[src/rtl/fib_stream_gen.sv]
// Second-order recurrence stream source: t(k) = t(k-1) + t(k-2) from runtime seeds,
// one term per accepted valid/ready transfer, with last marking, done pulse and
// sticky wrap detection.
module fib_stream_gen #(
  parameter int unsigned W  = 32,
  parameter int unsigned CW = 7
) (
  input  logic          clk,
  input  logic          rst,
  input  logic          start,
  input  logic [CW-1:0] len,
  input  logic [W-1:0]  seed0,
  input  logic [W-1:0]  seed1,
  output logic [W-1:0]  y,
  output logic          y_valid,
  input  logic          y_ready,
  output logic          last,
  output logic          busy,
  output logic          done,
  output logic          ovf
);

  typedef enum logic {StIdle, StRun} state_e;

  state_e        state_q, state_d;
  logic [CW-1:0] len_q, len_d;
  logic [CW-1:0] idx_q, idx_d;
  logic [W-1:0]  y_q, y_d;
  // nxt_q is t(idx+1); nxt_wrap_q marks that it came from a sum with carry-out.
  logic [W-1:0]  nxt_q, nxt_d;
  logic          nxt_wrap_q, nxt_wrap_d;
  logic          ovf_q, ovf_d;
  logic          done_q, done_d;

  logic          is_last;
  logic [W:0]    sum;

  assign is_last = (idx_q == len_q - CW'(1));
  assign sum     = {1'b0, y_q} + {1'b0, nxt_q};

  // Next-state: sequence control, term pair shift and wrap tracking.
  always_comb begin
    state_d    = state_q;
    len_d      = len_q;
    idx_d      = idx_q;
    y_d        = y_q;
    nxt_d      = nxt_q;
    nxt_wrap_d = nxt_wrap_q;
    ovf_d      = ovf_q;
    done_d     = 1'b0;

    case (state_q)
      StIdle: begin
        if (start) begin
          ovf_d = 1'b0;
          if (len != '0) begin
            state_d    = StRun;
            len_d      = len;
            idx_d      = '0;
            y_d        = seed0;
            nxt_d      = seed1;
            nxt_wrap_d = 1'b0;  // seeds are never flagged
          end else begin
            done_d = 1'b1;
          end
        end
      end
      StRun: begin
        if (y_ready) begin
          if (is_last) begin
            state_d = StIdle;
            done_d  = 1'b1;
            y_d     = '0;
          end else begin
            idx_d      = idx_q + CW'(1);
            y_d        = nxt_q;
            // ovf rises exactly when a wrapped term reaches y.
            ovf_d      = ovf_q | nxt_wrap_q;
            nxt_d      = sum[W-1:0];
            nxt_wrap_d = sum[W];
          end
        end
      end
      default: state_d = StIdle;
    endcase
  end

  // State registers with synchronous reset.
  always_ff @(posedge clk) begin
    if (rst) begin
      state_q    <= StIdle;
      len_q      <= '0;
      idx_q      <= '0;
      y_q        <= '0;
      nxt_q      <= '0;
      nxt_wrap_q <= 1'b0;
      ovf_q      <= 1'b0;
      done_q     <= 1'b0;
    end else begin
      state_q    <= state_d;
      len_q      <= len_d;
      idx_q      <= idx_d;
      y_q        <= y_d;
      nxt_q      <= nxt_d;
      nxt_wrap_q <= nxt_wrap_d;
      ovf_q      <= ovf_d;
      done_q     <= done_d;
    end
  end

  assign y       = y_q;
  assign y_valid = (state_q == StRun);
  assign busy    = (state_q == StRun);
  assign last    = (state_q == StRun) && is_last;
  assign done    = done_q;
  assign ovf     = ovf_q;

endmodule

[config.mk]
export PLATFORM = sky130hd
export DESIGN_NAME = fib_stream_gen
export DESIGN_NICKNAME = d
export VERILOG_FILES = /design/src/rtl/fib_stream_gen.sv
export SDC_FILE = /design/constraint.sdc
export NUM_CORES = 1
export LEC_CHECK = 0
export CAP_MARGIN = 25
export CORE_ASPECT_RATIO = 1.1
export CORE_MARGIN = 3
export CORE_UTILIZATION = 57
export DETAILED_ROUTE_END_ITERATION = 12
export DONT_BUFFER_PORTS = 1
export PLACE_DENSITY = 0.72
export SYNTH_ARGS = -nofsm -noshare
export SYNTH_HDL_FRONTEND = slang
export SYNTH_SLANG_ARGS = --single-unit
[constraint.sdc]
create_clock -name clk -period 3.85 [get_ports clk]
set_input_delay 0.385 -clock clk [delete_from_list [all_inputs] [get_ports clk]]
set_output_delay 0.385 -clock clk [all_outputs]
set_load 0.005 [all_outputs]
**After elaboration in Yosys (flattened, before gate mapping)**

Index checks and enable logic that the tools add are counted.

- Register bits after elaboration: 82
- Bits of input ports: 75
- Word-level logic and storage cells: 58

- Add/subtract/negate cells: 3
- Equal/unequal tests: 5
- Mux-type cells: 34
- Bitwise operators: 2
- Reductions and logical operators: 6

Operators with widths:

| kind | number |
|---|---|
| 2-to-1 mux 32 bit | 8 |
| case mux 32 bit (2 select lines) | 2 |
| adder 32 x 32 -> 33 bit | 1 |
| 2-to-1 mux 7 bit | 4 |
| 2-to-1 mux 1 bit | 15 |
| case mux 7 bit (2 select lines) | 1 |
| AND reduction 3 bit | 3 |
| inequality test 2 bit, second input constant | 4 |
| case mux 1 bit (2 select lines) | 4 |
| adder 7 x 1 -> 7 bit, second input constant | 1 |
| == test 7 bit | 1 |
| nonzero test 7 bit | 1 |
| subtractor 7 x 1 -> 7 bit, second input constant | 1 |
| AND reduction 4 bit | 1 |
| logical AND 1 bit | 1 |
| NOT 1 bit | 1 |
| bitwise OR 1 bit | 1 |

**Longest topological paths before layout**

- Depth in word-level cells: 5
- Depth in mapped cells: 12

**Worst setup path after synthesis**

OpenSTA, ideal clock, no wires.

- Path kind: register to register
- From: register y_q[0], in the netlist y[0]
- To: register nxt_q[16]
- Library setup time: 0.104 ns
- Data arrival time: 2.410 ns
- Required time: 3.746 ns
- Setup slack: 1.336 ns
- Cell stages (with the launch flop): 10
- Path buffers: 0
- Period minus slack after synthesis: 2.514 ns
- Cells stage by stage: dfxtp_1 ha_1 fa_1 a211oi_1 o21ai_0 a32oi_1 o21ai_0 a31oi_1 xor2_1 a2111oi_2

- Cells in the longest elaborated chain, start to end: 4

Ends and longest elaborated chain:

| what | line | text |
|---|---|---|
| start: declaration | 28 | `logic [W-1:0] y_q, y_d;` |
| start signal: assignment | 103 | `y_q <= y_d;` |
| adder 32 x 32 -> 33 bit | 39 | `assign sum = {1'b0, y_q} + {1'b0, nxt_q};` |
| 2-to-1 mux 32 bit | 70 | `if (is_last) begin` |
| 2-to-1 mux 32 bit | 69 | `if (y_ready) begin` |
| case mux 32 bit (2 select lines) | 52 | `case (state_q)` |
| end signal: assignment | 104 | `nxt_q <= nxt_d;` |
| end: declaration | 30 | `logic [W-1:0] nxt_q, nxt_d;` |

No other way between the ends. The select of a mux whose other input is x is not followed.
A chain may end at the register's enable or synchronous reset.

**Worst setup path in the final report**

- From: register len_q[0]
- To: register y_q[25], in the netlist y[25]

- Cells in the longest elaborated chain, start to end: 5

Ends and longest elaborated chain:

| what | line | text |
|---|---|---|
| start: declaration | 26 | `logic [CW-1:0] len_q, len_d;` |
| start signal: assignment | 101 | `len_q <= len_d;` |
| subtractor 7 x 1 -> 7 bit | 38 | `assign is_last = (idx_q == len_q - CW'(1));` |
| == test 7 bit | 38 |  |
| 2-to-1 mux 32 bit | 70 |  |
| 2-to-1 mux 32 bit | 69 |  |
| case mux 32 bit (2 select lines) | 52 |  |

No other way between the ends. The select of a mux whose other input is x is not followed.

==> out/results.md <==
| Stage | Metric | Reported |
|---|---|---|
| detailed routing | Routed wire length per instance | 19.8 um |
| clock network | Number of buffers on the longest clock path | 2 |
| synthesis | Ys Warns | 0 |
| grt | Remaining global-route overflow | 0 |
| critical path | Arrival time reported for the critical path endpoint | 3.62 ns |
| timing | Final-layout worst hold slack | 0.0943 ns |
| critical path | Category of the critical setup timing path | reg -> reg |
| placed design | Worst setup slack after placement | 0.575 ns |
| detailed routing | Count of TritonRoute iterations in the first routing pass | 5 |
| critical path | Required time at the endpoint of the critical path | 4.12 ns |
| run status | Run status | complete, no violations |
| critical path | RR Startpoint | len_q[0]$_SDFFE_PP0P_ |
| floorplan | Number of ports placed on the die boundary | 112 |
| finish | Fill cells | 835 |
| synthesis | Synthesized area per cell | 8.21 sq um |
| timing | Final count of negative-setup-slack endpoints | 0 |
| grt | Largest net degree at the start of global routing | 77 |
| synthesis | Yosys cell types | 71 |
| timing | Count of final hold-check violations | 0 |
| floorplan | Die Area | 10700 sq um |
| placed design | Half-perimeter wire length after placement | 10900 um |
| timing | Final number of max-transition violations | 0 |
| timing | Setup repair after global routing missed its margin | false |
| critical path | Worst setup path startpoint | len_q[0]$_SDFFE_PP0P_ |
| finish | Ratio of cells with drive above 1 in the final layout | 0.0732 |
| timing | Clock Skew | 0.0111 ns |
| critical path | Worst reg2reg setup slack | 0.51 ns |
| clock network | Clock root buffer master | sky130_fd_sc_hd__clkbuf_8 |
| floorplan | Effective utilization at floorplan | 0.598 |
| clock network | Insertion delay to the later sink of the worst-skew pair | 0.37 ns |
| synthesis | Number of nets produced by synthesis | 770 |
| critical path | Crit Reg-Reg Endpoint | y[25]$_SDFFE_PP0P_ |
| power and ir drop | LEAKAGE | 2.21 nW |
| detailed routing | DRC marker count from the first detailed-route iteration | 281 |
| finish | Highest-count cells in the layout ignoring fill and taps | 82 x sky130_fd_sc_hd__dfxtp_1, 77 x sky130_fd_sc_hd__nor2_1, 48 x sky130_fd_sc_hd__a21oi_1 |
| synthesis | EDFF count, synth | 0 |
| placed design | Total placed instance area | 5460 sq um |
| floorplan | Core region area | 9050 sq um |
| detailed routing | Vias | 5105 |
| timing | Final worst slack | 0.506 ns |
| detailed routing | DRT antenna net count | 0 |
| finish | Most common cell after layout, fill and taps aside | sky130_fd_sc_hd__dfxtp_1 |
| job | Max_cap viols | 0 |
| power and ir drop | Worst IR Drop VDD | 211 uV |
| detailed routing | DRC violations left | 0 |
| min path | Hold crit path type | in -> reg |
| grt | Wire length of the first global-routing pass | 24500 um |
| synthesis | Flip-flop and latch count after synthesis | 82 |
| clock network | CTS H-Tree Depth | 3 |
| clock network | Count of clock tree sinks | 82 |
| finish | Number of diodes | 0 |
| clock network | TritonCTS clock tree | built |
| finish | Design area | 5630 sq um |
| critical path | Type of destination of the critical path | flip-flop |
| grt | Aggregate global-route resource usage | 0.278 |
| detailed routing | Post-detailed-route via-to-cell ratio | 6.75 |
| clock network | Buffer count from post-CTS setup fixing | 0 |
| clock network | Hold Buf Count CTS | 0 |
| finish | Number of nets in the finished design | 747 |
| timing | Minimum clock period | 3.34 ns |
| finish | Signed area change from the synthesized netlist to the final layout | 3.93% |
| floorplan | Die height | 108 um |
| timing | Aggregate negative setup slack | 0 ns |
| synthesis | Synthesized cell area | 5420 sq um |
| synthesis | Share of flip-flops with an asynchronous set or reset after synthesis | 0 |
| clock network | Num CTS Buffers | 9 |
| synthesis | Number of standard cells after synthesis | 660 |
| finish | Final core utilization | 0.622 |
| critical path | Worst r2r path cells | 10 |
| grt | Initial antenna violation count | 0 |
| timing | Achievable frequency | 0.299 GHz |
| clock network | Post_cts resized | 0 |
| timing | Final period util | 0.869 |
| floorplan | Number of placement rows | 36 |
| clock network | Clock slew seen by the registers of the worst setup and hold paths | 0.09 ns |
| grt | Number of global-route vias before repair | 4955 |
| critical path | Startpoint Class | flip-flop |
| timing | Actual slew at the worst max-slew pin | 0.747 ns |
| synthesis | Proportion of synthesized chip area in sequential cells | 0.303 |
| placed design | Count of input and output buffers | 0 |
| power and ir drop | Total power divided by cell area | 396 nW/um^2 |
| critical path | Peak fanout along the critical path | 18 |
| timing | Worst slew slack as a fraction of its limit | 0.502 |
| floorplan | Die W | 99.0 um |
| placed design | Placer's final routability congestion estimate | 0.908 |
| detailed routing | Detailed-route wire length | 15000 um |
| synthesis | Top flip-flop cell by instance count after synthesis | sky130_fd_sc_hd__dfxtp_1 |
| critical path | Destination of the critical timing path | y[25]$_SDFFE_PP0P_ |
## per-stage QoR
stage                     total power, W  std cells
final                            0.00223        756
after global routing             0.00235        756
after CTS                        0.00223        756
after detailed placement         0.00166        740
after global placement           0.00165        740
after floorplan                  0.00153        660
## logic make-up after synthesis
group,synth area share
compound gates,0.303
fa+ha+maj,0.0822
flops,0.303
buf+inv,0.0446
xor+xnor,0.0656
mux,0.00762
simple gates,0.194
## report_power, final
part | switching [W] | total [W] | internal, W | leakage, nW
clock network | 0.000324 | 0.000576 | 0.000251 | 0.0786
logic | 0.000394 | 0.000646 | 0.000251 | 1.45
registers | 0.0000831 | 0.00101 | 0.000924 | 0.677
## Yosys cell counts, types with 8 or more instances
cell / number / share of area
sky130_fd_sc_hd__dfxtp_1: 82 / 0.30
sky130_fd_sc_hd__nor2_1: 77 / 0.053
sky130_fd_sc_hd__a21oi_1: 48 / 0.044
sky130_fd_sc_hd__nor3_1: 47 / 0.043
sky130_fd_sc_hd__nand2_1: 46 / 0.032
sky130_fd_sc_hd__ha_1: 34 / 0.079
sky130_fd_sc_hd__a221oi_1: 33 / 0.053
sky130_fd_sc_hd__clkbuf_1: 29 / 0.020
sky130_fd_sc_hd__xor2_1: 23 / 0.037
sky130_fd_sc_hd__o21ai_0: 19 / 0.018
sky130_fd_sc_hd__a22oi_1: 17 / 0.024
sky130_fd_sc_hd__inv_1: 15 / 0.010
sky130_fd_sc_hd__xnor2_1: 15 / 0.024
sky130_fd_sc_hd__nand3_1: 13 / 0.012
sky130_fd_sc_hd__o22ai_1: 13 / 0.015
sky130_fd_sc_hd__a21o_1: 12 / 0.017
sky130_fd_sc_hd__buf_2: 10 / 0.0092
sky130_fd_sc_hd__a2111oi_2: 9 / 0.025
sky130_fd_sc_hd__nand4_1: 9 / 0.010
sky130_fd_sc_hd__a31oi_1: 8 / 0.0092
## cell type report
cell class	count	area (sq um)	share of cell area
multi-input cells	519	3550	0.630
well taps	114	143	0.0253
repair buffers	9	67.6	0.0120
clock inverters	4	27.5	0.00489
clock buffers	12	145	0.0258
inverters	16	60.1	0.0107
flip-flops and latches	82	1640	0.292
## state kept, by name (all words and copies together), names as in the netlist
signal      cells
idx_q           7
nxt_q          32
len_q           7
ovf             1
busy            1
done            1
y              32
nxt_wrap_q      1
## worst min-delay path by stage
stage | startpoint | endpoint | depth (start not counted)
global route | rst | len_q[5]$_SDFFE_PP0P_ | 1
floorplan | len_q[4]$_SDFFE_PP0P_ | len_q[4]$_SDFFE_PP0P_ | 2
detailed placement | rst | len_q[3]$_SDFFE_PP0P_ | 1
finish | rst | len_q[6]$_SDFFE_PP0P_ | 1
CTS | rst | len_q[3]$_SDFFE_PP0P_ | 1
global placement | rst | len_q[6]$_SDFFE_PP0P_ | 1
## worst max-delay path, stage by stage, from the launching register on
cell	delay (ns)
sky130_fd_sc_hd__dfxtp_1	0.49
sky130_fd_sc_hd__inv_1	0.08
sky130_fd_sc_hd__ha_1	0.29
sky130_fd_sc_hd__nor2b_1	0.16
sky130_fd_sc_hd__a32o_1	0.29
sky130_fd_sc_hd__a211oi_2	0.39
sky130_fd_sc_hd__nor3_1	0.19
sky130_fd_sc_hd__nor2_2	0.61
sky130_fd_sc_hd__buf_4	0.39
sky130_fd_sc_hd__a221oi_1	0.11
sky130_fd_sc_hd__nor3_1	0.24
## metal layers
metal  share of wire  global-route usage  vias to the layer above
met2            0.48               0.450                      192
met1            0.44               0.370                     2428
li1                -                   -                     2464
met5               0                   0                        -
met4           0.018              0.0956                        0
met3           0.063              0.0555                       21
Note: power is estimated with default switching activity, not from simulation.
